[src/rtl/ising_config_pkg.sv]
// Shared capture definitions: state and mode encodings, GPIO register map, default widths.
package ising_config;

   localparam int DATA_W_DEF = 128;
   localparam int CNT_W_DEF  = 16;

   typedef enum logic [1:0] {
      ST_IDLE    = 2'd0,
      ST_ARMED   = 2'd1,
      ST_CAPTURE = 2'd2,
      ST_DONE    = 2'd3
   } cap_state_t;

   typedef enum logic [1:0] {
      MODE_MAC  = 2'b00,
      MODE_NL   = 2'b01,
      MODE_RR   = 2'b10,
      MODE_RSVD = 2'b11
   } cap_mode_t;

   // GPIO register map seen by the CPU for arming and status readback
   localparam logic [7:0] GPIO_ADDR_CFG_CTRL  = 8'h00;
   localparam logic [7:0] GPIO_ADDR_CFG_COUNT = 8'h04;
   localparam logic [7:0] GPIO_ADDR_STATUS    = 8'h08;
   localparam logic [7:0] GPIO_ADDR_CAPTURED  = 8'h0C;
   localparam logic [7:0] GPIO_ADDR_OUT_SLICE = 8'h10;

   // Which sources may be granted in a given mode: bit0 = MAC, bit1 = NL
   function automatic logic [1:0] modeMask(input cap_mode_t mode);
      case (mode)
         MODE_MAC: modeMask = 2'b01;
         MODE_NL:  modeMask = 2'b10;
         MODE_RR:  modeMask = 2'b11;
         default:  modeMask = 2'b00;
      endcase
   endfunction

endpackage

[src/rtl/readback_rr_grant.sv]
// Two-requester work-conserving round-robin grant; a masked-off source is never granted.
module readback_rr_grant (
   input  logic [1:0] i_req,
   input  logic [1:0] i_mask,
   input  logic       i_ptr,
   output logic       o_gnt
);

   logic [1:0] w_cand;

   // Preferred source wins if it has data, otherwise the other eligible one; with no data,
   // park on an eligible source so a single-source mode never points at the wrong side.
   always_comb begin
      w_cand = i_req & i_mask;
      if (w_cand[i_ptr])
         o_gnt = i_ptr;
      else if (w_cand[~i_ptr])
         o_gnt = ~i_ptr;
      else if (i_mask[i_ptr])
         o_gnt = i_ptr;
      else
         o_gnt = ~i_ptr;
   end

endmodule

[src/rtl/readback_capture_arbiter.sv]
// Arms, triggers and arbitrates MAC/NL ADC beats into the CPU readback stream.
// Optional capture watchdog enabled by defining CAPTURE_TIMEOUT_EN.
module readback_capture_arbiter
   import ising_config::*;
#(
   parameter int DATA_W      = DATA_W_DEF,
   parameter int CNT_W       = CNT_W_DEF,
   parameter int TIMEOUT_CYC = 65535
) (
   input  logic              clk,
   input  logic              rst,
   input  logic              cfg_arm,
   input  logic              cfg_abort,
   input  logic [1:0]        cfg_mode,
   input  logic [CNT_W-1:0]  cfg_count,
   input  logic              trig,
   input  logic [DATA_W-1:0] mac_data,
   input  logic              mac_valid,
   output logic              mac_ready,
   input  logic [DATA_W-1:0] nl_data,
   input  logic              nl_valid,
   output logic              nl_ready,
   output logic [DATA_W-1:0] out_data,
   output logic              out_src,
   output logic              out_valid,
   input  logic              out_ready,
   output logic              busy,
   output logic              done,
   output logic [1:0]        state,
   output logic [CNT_W-1:0]  captured,
   output logic              timeout
);

   cap_state_t        r_state;
   cap_state_t        w_nextState;
   cap_mode_t         r_mode;
   logic [CNT_W-1:0]  r_count;
   logic [CNT_W-1:0]  r_captured;
   logic              r_grant;
   logic [DATA_W-1:0] r_outData;
   logic              r_outSrc;
   logic              r_outValid;

   logic       w_gnt;
   logic [1:0] w_mask;
   logic       w_accept;
   logic       w_srcValid;
   logic       w_fire;
   logic       w_lastBeat;
   logic       w_armOk;
   logic       w_timeoutHit;

   assign w_mask     = modeMask(r_mode);
   assign w_accept   = !r_outValid || out_ready;
   assign w_srcValid = w_gnt ? nl_valid : mac_valid;
   assign w_fire     = (r_state == ST_CAPTURE) && w_accept && w_srcValid && !cfg_abort;
   assign w_lastBeat = w_fire && ((r_captured + 1'b1) == r_count);

   // Re-arming from DONE waits until the last beat has been drained by the reader
   assign w_armOk = cfg_arm && (cap_mode_t'(cfg_mode) != MODE_RSVD) &&
                    ((r_state == ST_IDLE) || ((r_state == ST_DONE) && !r_outValid));

   readback_rr_grant u_grant (
      .i_req  ({nl_valid, mac_valid}),
      .i_mask (w_mask),
      .i_ptr  (r_grant),
      .o_gnt  (w_gnt)
   );

   always_ff @(posedge clk or negedge rst) begin
      if (!rst)
         r_state <= ST_IDLE;
      else
         r_state <= w_nextState;
   end

   always_comb begin
      w_nextState = r_state;
      if (cfg_abort) begin
         w_nextState = ST_IDLE;
      end else begin
         case (r_state)
            ST_IDLE, ST_DONE: begin
               if (w_armOk)
                  w_nextState = (cfg_count == '0) ? ST_DONE : ST_ARMED;
            end
            ST_ARMED: begin
               if (trig)
                  w_nextState = ST_CAPTURE;
            end
            ST_CAPTURE: begin
               if (w_lastBeat || w_timeoutHit)
                  w_nextState = ST_DONE;
            end
            default: w_nextState = ST_IDLE;
         endcase
      end
   end

   // Idle/armed flush stale FIFO samples; DONE backpressures both sources
   always_comb begin
      mac_ready = 1'b0;
      nl_ready  = 1'b0;
      busy      = 1'b0;
      done      = 1'b0;
      case (r_state)
         ST_IDLE: begin
            mac_ready = 1'b1;
            nl_ready  = 1'b1;
         end
         ST_ARMED: begin
            mac_ready = 1'b1;
            nl_ready  = 1'b1;
            busy      = 1'b1;
         end
         ST_CAPTURE: begin
            mac_ready = !w_gnt && w_accept && !cfg_abort;
            nl_ready  = w_gnt && w_accept && !cfg_abort;
            busy      = 1'b1;
         end
         default: done = 1'b1;
      endcase
   end

   always_ff @(posedge clk or negedge rst) begin
      if (!rst) begin
         r_mode     <= MODE_MAC;
         r_count    <= '0;
         r_captured <= '0;
         r_grant    <= 1'b0;
         r_outData  <= '0;
         r_outSrc   <= 1'b0;
         r_outValid <= 1'b0;
      end else begin
         if (cfg_abort) begin
            r_outValid <= 1'b0;
         end else if (w_fire) begin
            r_outData  <= w_gnt ? nl_data : mac_data;
            r_outSrc   <= w_gnt;
            r_outValid <= 1'b1;
         end else if (out_ready) begin
            r_outValid <= 1'b0;
         end

         if (w_armOk && !cfg_abort) begin
            r_mode     <= cap_mode_t'(cfg_mode);
            r_count    <= cfg_count;
            r_captured <= '0;
            r_grant    <= 1'b0;
         end else if (w_fire) begin
            r_captured <= r_captured + 1'b1;
            if (r_mode == MODE_RR)
               r_grant <= ~w_gnt;
         end
      end
   end

`ifdef CAPTURE_TIMEOUT_EN
   localparam int TO_W = $clog2(TIMEOUT_CYC + 1);

   logic [TO_W-1:0] r_idleCnt;
   logic            r_timeout;

   assign w_timeoutHit = (r_state == ST_CAPTURE) && !w_fire && !cfg_abort &&
                         (r_idleCnt == TO_W'(TIMEOUT_CYC - 1));

   // Counter sits at zero outside CAPTURE, so it is fresh on entry and restarts per beat
   always_ff @(posedge clk or negedge rst) begin
      if (!rst) begin
         r_idleCnt <= '0;
         r_timeout <= 1'b0;
      end else begin
         if (w_armOk && !cfg_abort)
            r_timeout <= 1'b0;
         else if (w_timeoutHit)
            r_timeout <= 1'b1;

         if ((r_state != ST_CAPTURE) || w_fire)
            r_idleCnt <= '0;
         else
            r_idleCnt <= r_idleCnt + 1'b1;
      end
   end

   assign timeout = r_timeout;
`else
   logic w_unusedTimeoutCyc;
   assign w_unusedTimeoutCyc = (TIMEOUT_CYC == 0);
   assign w_timeoutHit       = 1'b0;
   assign timeout            = 1'b0;
`endif

   assign out_data  = r_outData;
   assign out_src   = r_outSrc;
   assign out_valid = r_outValid;
   assign state     = r_state;
   assign captured  = r_captured;

endmodule

[config.mk]
export PLATFORM = sky130hd
export DESIGN_NAME = readback_capture_arbiter
export DESIGN_NICKNAME = d
export VERILOG_FILES = /design/src/rtl/ising_config_pkg.sv /design/src/rtl/readback_rr_grant.sv /design/src/rtl/readback_capture_arbiter.sv
export SDC_FILE = /design/constraint.sdc
export NUM_CORES = 1
export LEC_CHECK = 0
export ABC_AREA = 1
export CAP_MARGIN = 20
export CORE_ASPECT_RATIO = 0.5
export CORE_MARGIN = 2
export CORE_UTILIZATION = 40
export DETAILED_ROUTE_END_ITERATION = 10
export PLACE_DENSITY_LB_ADDON = 0.1
export SYNTH_ARGS = -nofsm -noshare
export SYNTH_HDL_FRONTEND = slang
export SYNTH_SLANG_ARGS = --single-unit
[constraint.sdc]
create_clock -name clk -period 2.05 [get_ports clk]
set_clock_uncertainty 0.05 [all_clocks]
set_input_delay 0.205 -clock clk [delete_from_list [all_inputs] [get_ports clk]]
set_output_delay 0.205 -clock clk [all_outputs]
set_load 0.005 [all_outputs]
==> results.txt <==
The total core area came out at 0.0206 mm². The area overhead of the layout relative to synthesis is 77.9%. The headroom to the max-slew limit is 0.592.

The fraction of post-synthesis cell area in the top cell type by area is 0.496. The largest net degree at the start of global routing is 75. By area the synthesized netlist is led by dfrtp_1 (50%), nand2_1 (11%), nand3_1 (9.7%).

The synthesized area is 0.00843 mm². The count of standard-cell rows came out at 37. For this block, the via count after detailed routing is 9,804. The number of optimization iterations in the first detailed-route pass came out at 5. The dominant register cell in the synthesized netlist is dfrtp_1. The floorplan die area is 0.0223 mm².

The number of buffers on the longest clock path came out at 2. The run finished, with violations left. The transition time at the pin with the least slew margin came out at 612 ps.

The number of flops mapped to enable cells by yosys came out at 0. The initial antenna violation count came out at 0. The clock slew at the register clock pins of the worst setup and hold paths came out at 70 ps. The worst hold path belongs to the class input pin to asynchronous set/reset pin. The final routed wire length divided by cell count came out at 19.2 µm. The largest fanout of any net on the critical path came out at 8. The synthesized instance count is 1,055.

Once placement finished, the instance area stood at 0.0133 mm². Power spread over the standard cell area amounts to 1410 mW/mm². The final count of negative-setup-slack endpoints came out at 76.

Clock tree synthesis selected as its root buffer the cell clkbuf_16. The checks that failed: setup timing. The smallest clock period supported by the final layout is computed as 2140 ps. On the final layout, the worst hold slack is 247 ps. The cell type of the slowest stage on the worst timing path is dfrtp_1. Yosys instantiated no cell more often than nand2_1. The maximum clock frequency came out at 0.467 GHz.

The depth of the most critical reg-to-reg path came out at 13. The synthesized net count came out at 1,344. The die extent in y is 107 µm. The final antenna diode count is 0. The final wirelength is 34,800 µm.

During I/O placement, the number of pins put on the boundary was 435. The sequential element share of the synthesized area is 0.496. The number of max-slew violations in the final report was 0. The number of clock sinks seen by CTS came out at 167. The worst setup path is of the flop to flop kind. The DRC violations left came out at 0. The total number of nets in the final design is 1,813. Synthesis instantiated 28 different standard cells from the library. The congestion estimate from routability-driven global placement came to 0.897. The mean post-synth cell area came out at 7.99 µm².

The number of hold violations in the final report is 0. The largest total area in the synthesized netlist belongs to dfrtp_1. Traced cell by cell, the critical path runs through inv_2, ha_4, nor2_4, o21ai_4, buf_12, nand2_4, nand3_4, nand2_8, buf_12, buf_12, buf_8, buf_16, a31oi_2. The fraction of final layout cells with drive strength greater than 1 is 0.142. STA classifies the critical path endpoint as a flop. The kind of cell adding the most delay to the critical path is buffers and inverters. The width of the chip came out at 209 µm. The violation count after the first detailed-routing iteration came out at 831. The via count of the first global-routing pass is 9,674. The post-route standard cell area excluding fillers is 0.0150 mm². Using the TritonRoute via totals, the vias-per-cell ratio works out to 5.42.

The commonest cells after synthesis are nand2_1 (254), dfrtp_1 (167), nand3_1 (163). In the post-route analysis, the smallest setup slack over all paths is -91.6 ps. The number of nets still failing antenna checks after routing is 0.

The startpoint identified for the worst register-to-register timing path is r_mode[1]. The slack of the worst reg-to-reg path is -90 ps. Setup repair after global routing could not meet its margin everywhere.

The remaining global-route overflow is 0. The number of buffers inserted by port buffering is 433. For the worst-skew pair, the clock arrives at the later sink with an insertion delay of 440 ps. The overall power after layout came out at 0.0211 W. The deepest level of the CTS H-tree is 4.

Among the stages of the critical path, the cell type that occurs most often is buf_12. The maximum vdd drop came out at 1.33 mV. The count of buffer and inverter cells on the critical path came out at 6. The overall routing resource usage is 0.296.

The clock tree from TritonCTS is done. The first global-routing pass estimated 51,200 µm of wire. The worst setup path is launched from a flop.

The number of CTS-inserted buffers is 17. The count of synthesis-stage warnings from yosys is 0. The max-cap violation count came out at 0. The register bit total from synthesis is 167. The starting utilization of the core area came out at 0.409. The required time at the endpoint of the critical path is 2350 ps. The worst register-to-register path ends at out_data[98].

In this run the static leakage power is 6.30 nW. After legalization and detailed placement, the total HPWL measured 24,000 µm. The worst path arrival time came out at 2440 ps. The share of synthesized flip-flops with an asynchronous set or reset is 1.00. In the finished design, the share of the clock period the worst path needs comes to 1.04. On the worst path, the slowest cell contributes a delay of 360 ps.
-- metal layers --
layer / vias up / share of wire / track usage
met3: 102 / 0.064 / 0.0682
li1: 4520 / - / -
met2: 405 / 0.51 / 0.523
met4: 0 / 0.043 / 0.151
met5: - / 0 / 0
met1: 4777 / 0.38 / 0.341
-- per-stage QoR --
stage          setup slack (ps)   util  setup TNS, ps  cells
5_1_grt                    -177  0.728         -13880   1810
3_5_place_dp               -190  0.647         -19080   1740
3_3_place_gp              -96.1  0.647          -4550   1740
6_report                  -91.6  0.728          -3330   1810
4_1_cts                    -105  0.705          -1740   1801
2_1_floorplan               151      -              0   1055
-- registers in the layout (all words and copies together), names as in the netlist --
register   flops
out_data     128
captured      16
r_count       16
r_mode         2
state          2
out_src        1
out_valid      1
r_grant        1
-- worst register-to-register path, stage by stage (launching register included) --
cell and delay, ps:
dfrtp_1 360, inv_2 60, ha_4 300, nor2_4 50, o21ai_4 160, buf_12 130, nand2_4 60, nand3_4 100
nand2_8 90, buf_12 150, buf_12 130, buf_8 120, buf_16 140, a31oi_2 150
-- power breakdown --
part	internal (W)	switching [W]	leakage [nW]	total [W]
logic	0.00591	0.00599	4.05	0.0119
registers	0.00486	0.00105	1.97	0.00591
clock network	0.00183	0.00144	0.279	0.00327
-- timing repair --
action                     in CTS  in global routing
setup buffers                  20                  5
hold endpoints to repair       44                  0
hold buffers                    1                  0
resized for setup              58                 76
setup endpoints to repair     149                148
gates cloned                    8                  7
pin swaps                       7                 19
-- cell families after synthesis --
family                     synth area share
xor gates and xnor gates             0.0122
and+or+nand+nor                       0.294
DFF                                   0.496
buffers and inverters                0.0677
other                              0.000445
AOI/OAI and AO/OA                     0.119
adders and majority gates            0.0104
-- cells in the final DEF (no fill, tap or decap), types with 5 or more instances in the layout --
| cell | count |
|---|---|
| buf_4 | 51 |
| nand3_1 | 158 |
| buf_6 | 9 |
| nand2_1 | 246 |
| a31oi_4 | 7 |
| nand2_2 | 7 |
| nand4_1 | 5 |
| a31oi_1 | 118 |
| inv_1 | 39 |
| inv_2 | 5 |
| nor2_1 | 112 |
| dfrtp_2 | 6 |
| clkbuf_16 | 24 |
| nor2_4 | 12 |
| o21ai_0 | 13 |
| o22ai_1 | 12 |
| dfrtp_1 | 161 |
| a31oi_2 | 5 |
| buf_16 | 10 |
| clkdlybuf4s50_1 | 429 |
| nor2_2 | 29 |
| buf_12 | 14 |
-- final cells by class --
class                   count  area [µm²]
multi-input cells         766        4130
inverters                  45         171
clock buffers              18         439
repair buffers            527        5580
clock inverters            14         149
well taps                 273         342
flip-flops and latches    167        4190
fillers                  1548        5600
-- worst max-delay path by stage --
stage          startpoint  cells past startpoint       endpoint
2_1_floorplan   r_mode[0]                      8       nl_ready
3_3_place_gp    r_mode[0]                      7  out_data[101]
3_5_place_dp     nl_valid                     10   out_data[95]
4_1_cts         r_mode[0]                      9      mac_ready
5_1_grt         r_mode[0]                     12   out_data[35]
6_report        r_mode[1]                     13   out_data[98]
No activity file was read; power rests on OpenSTA's default activity.
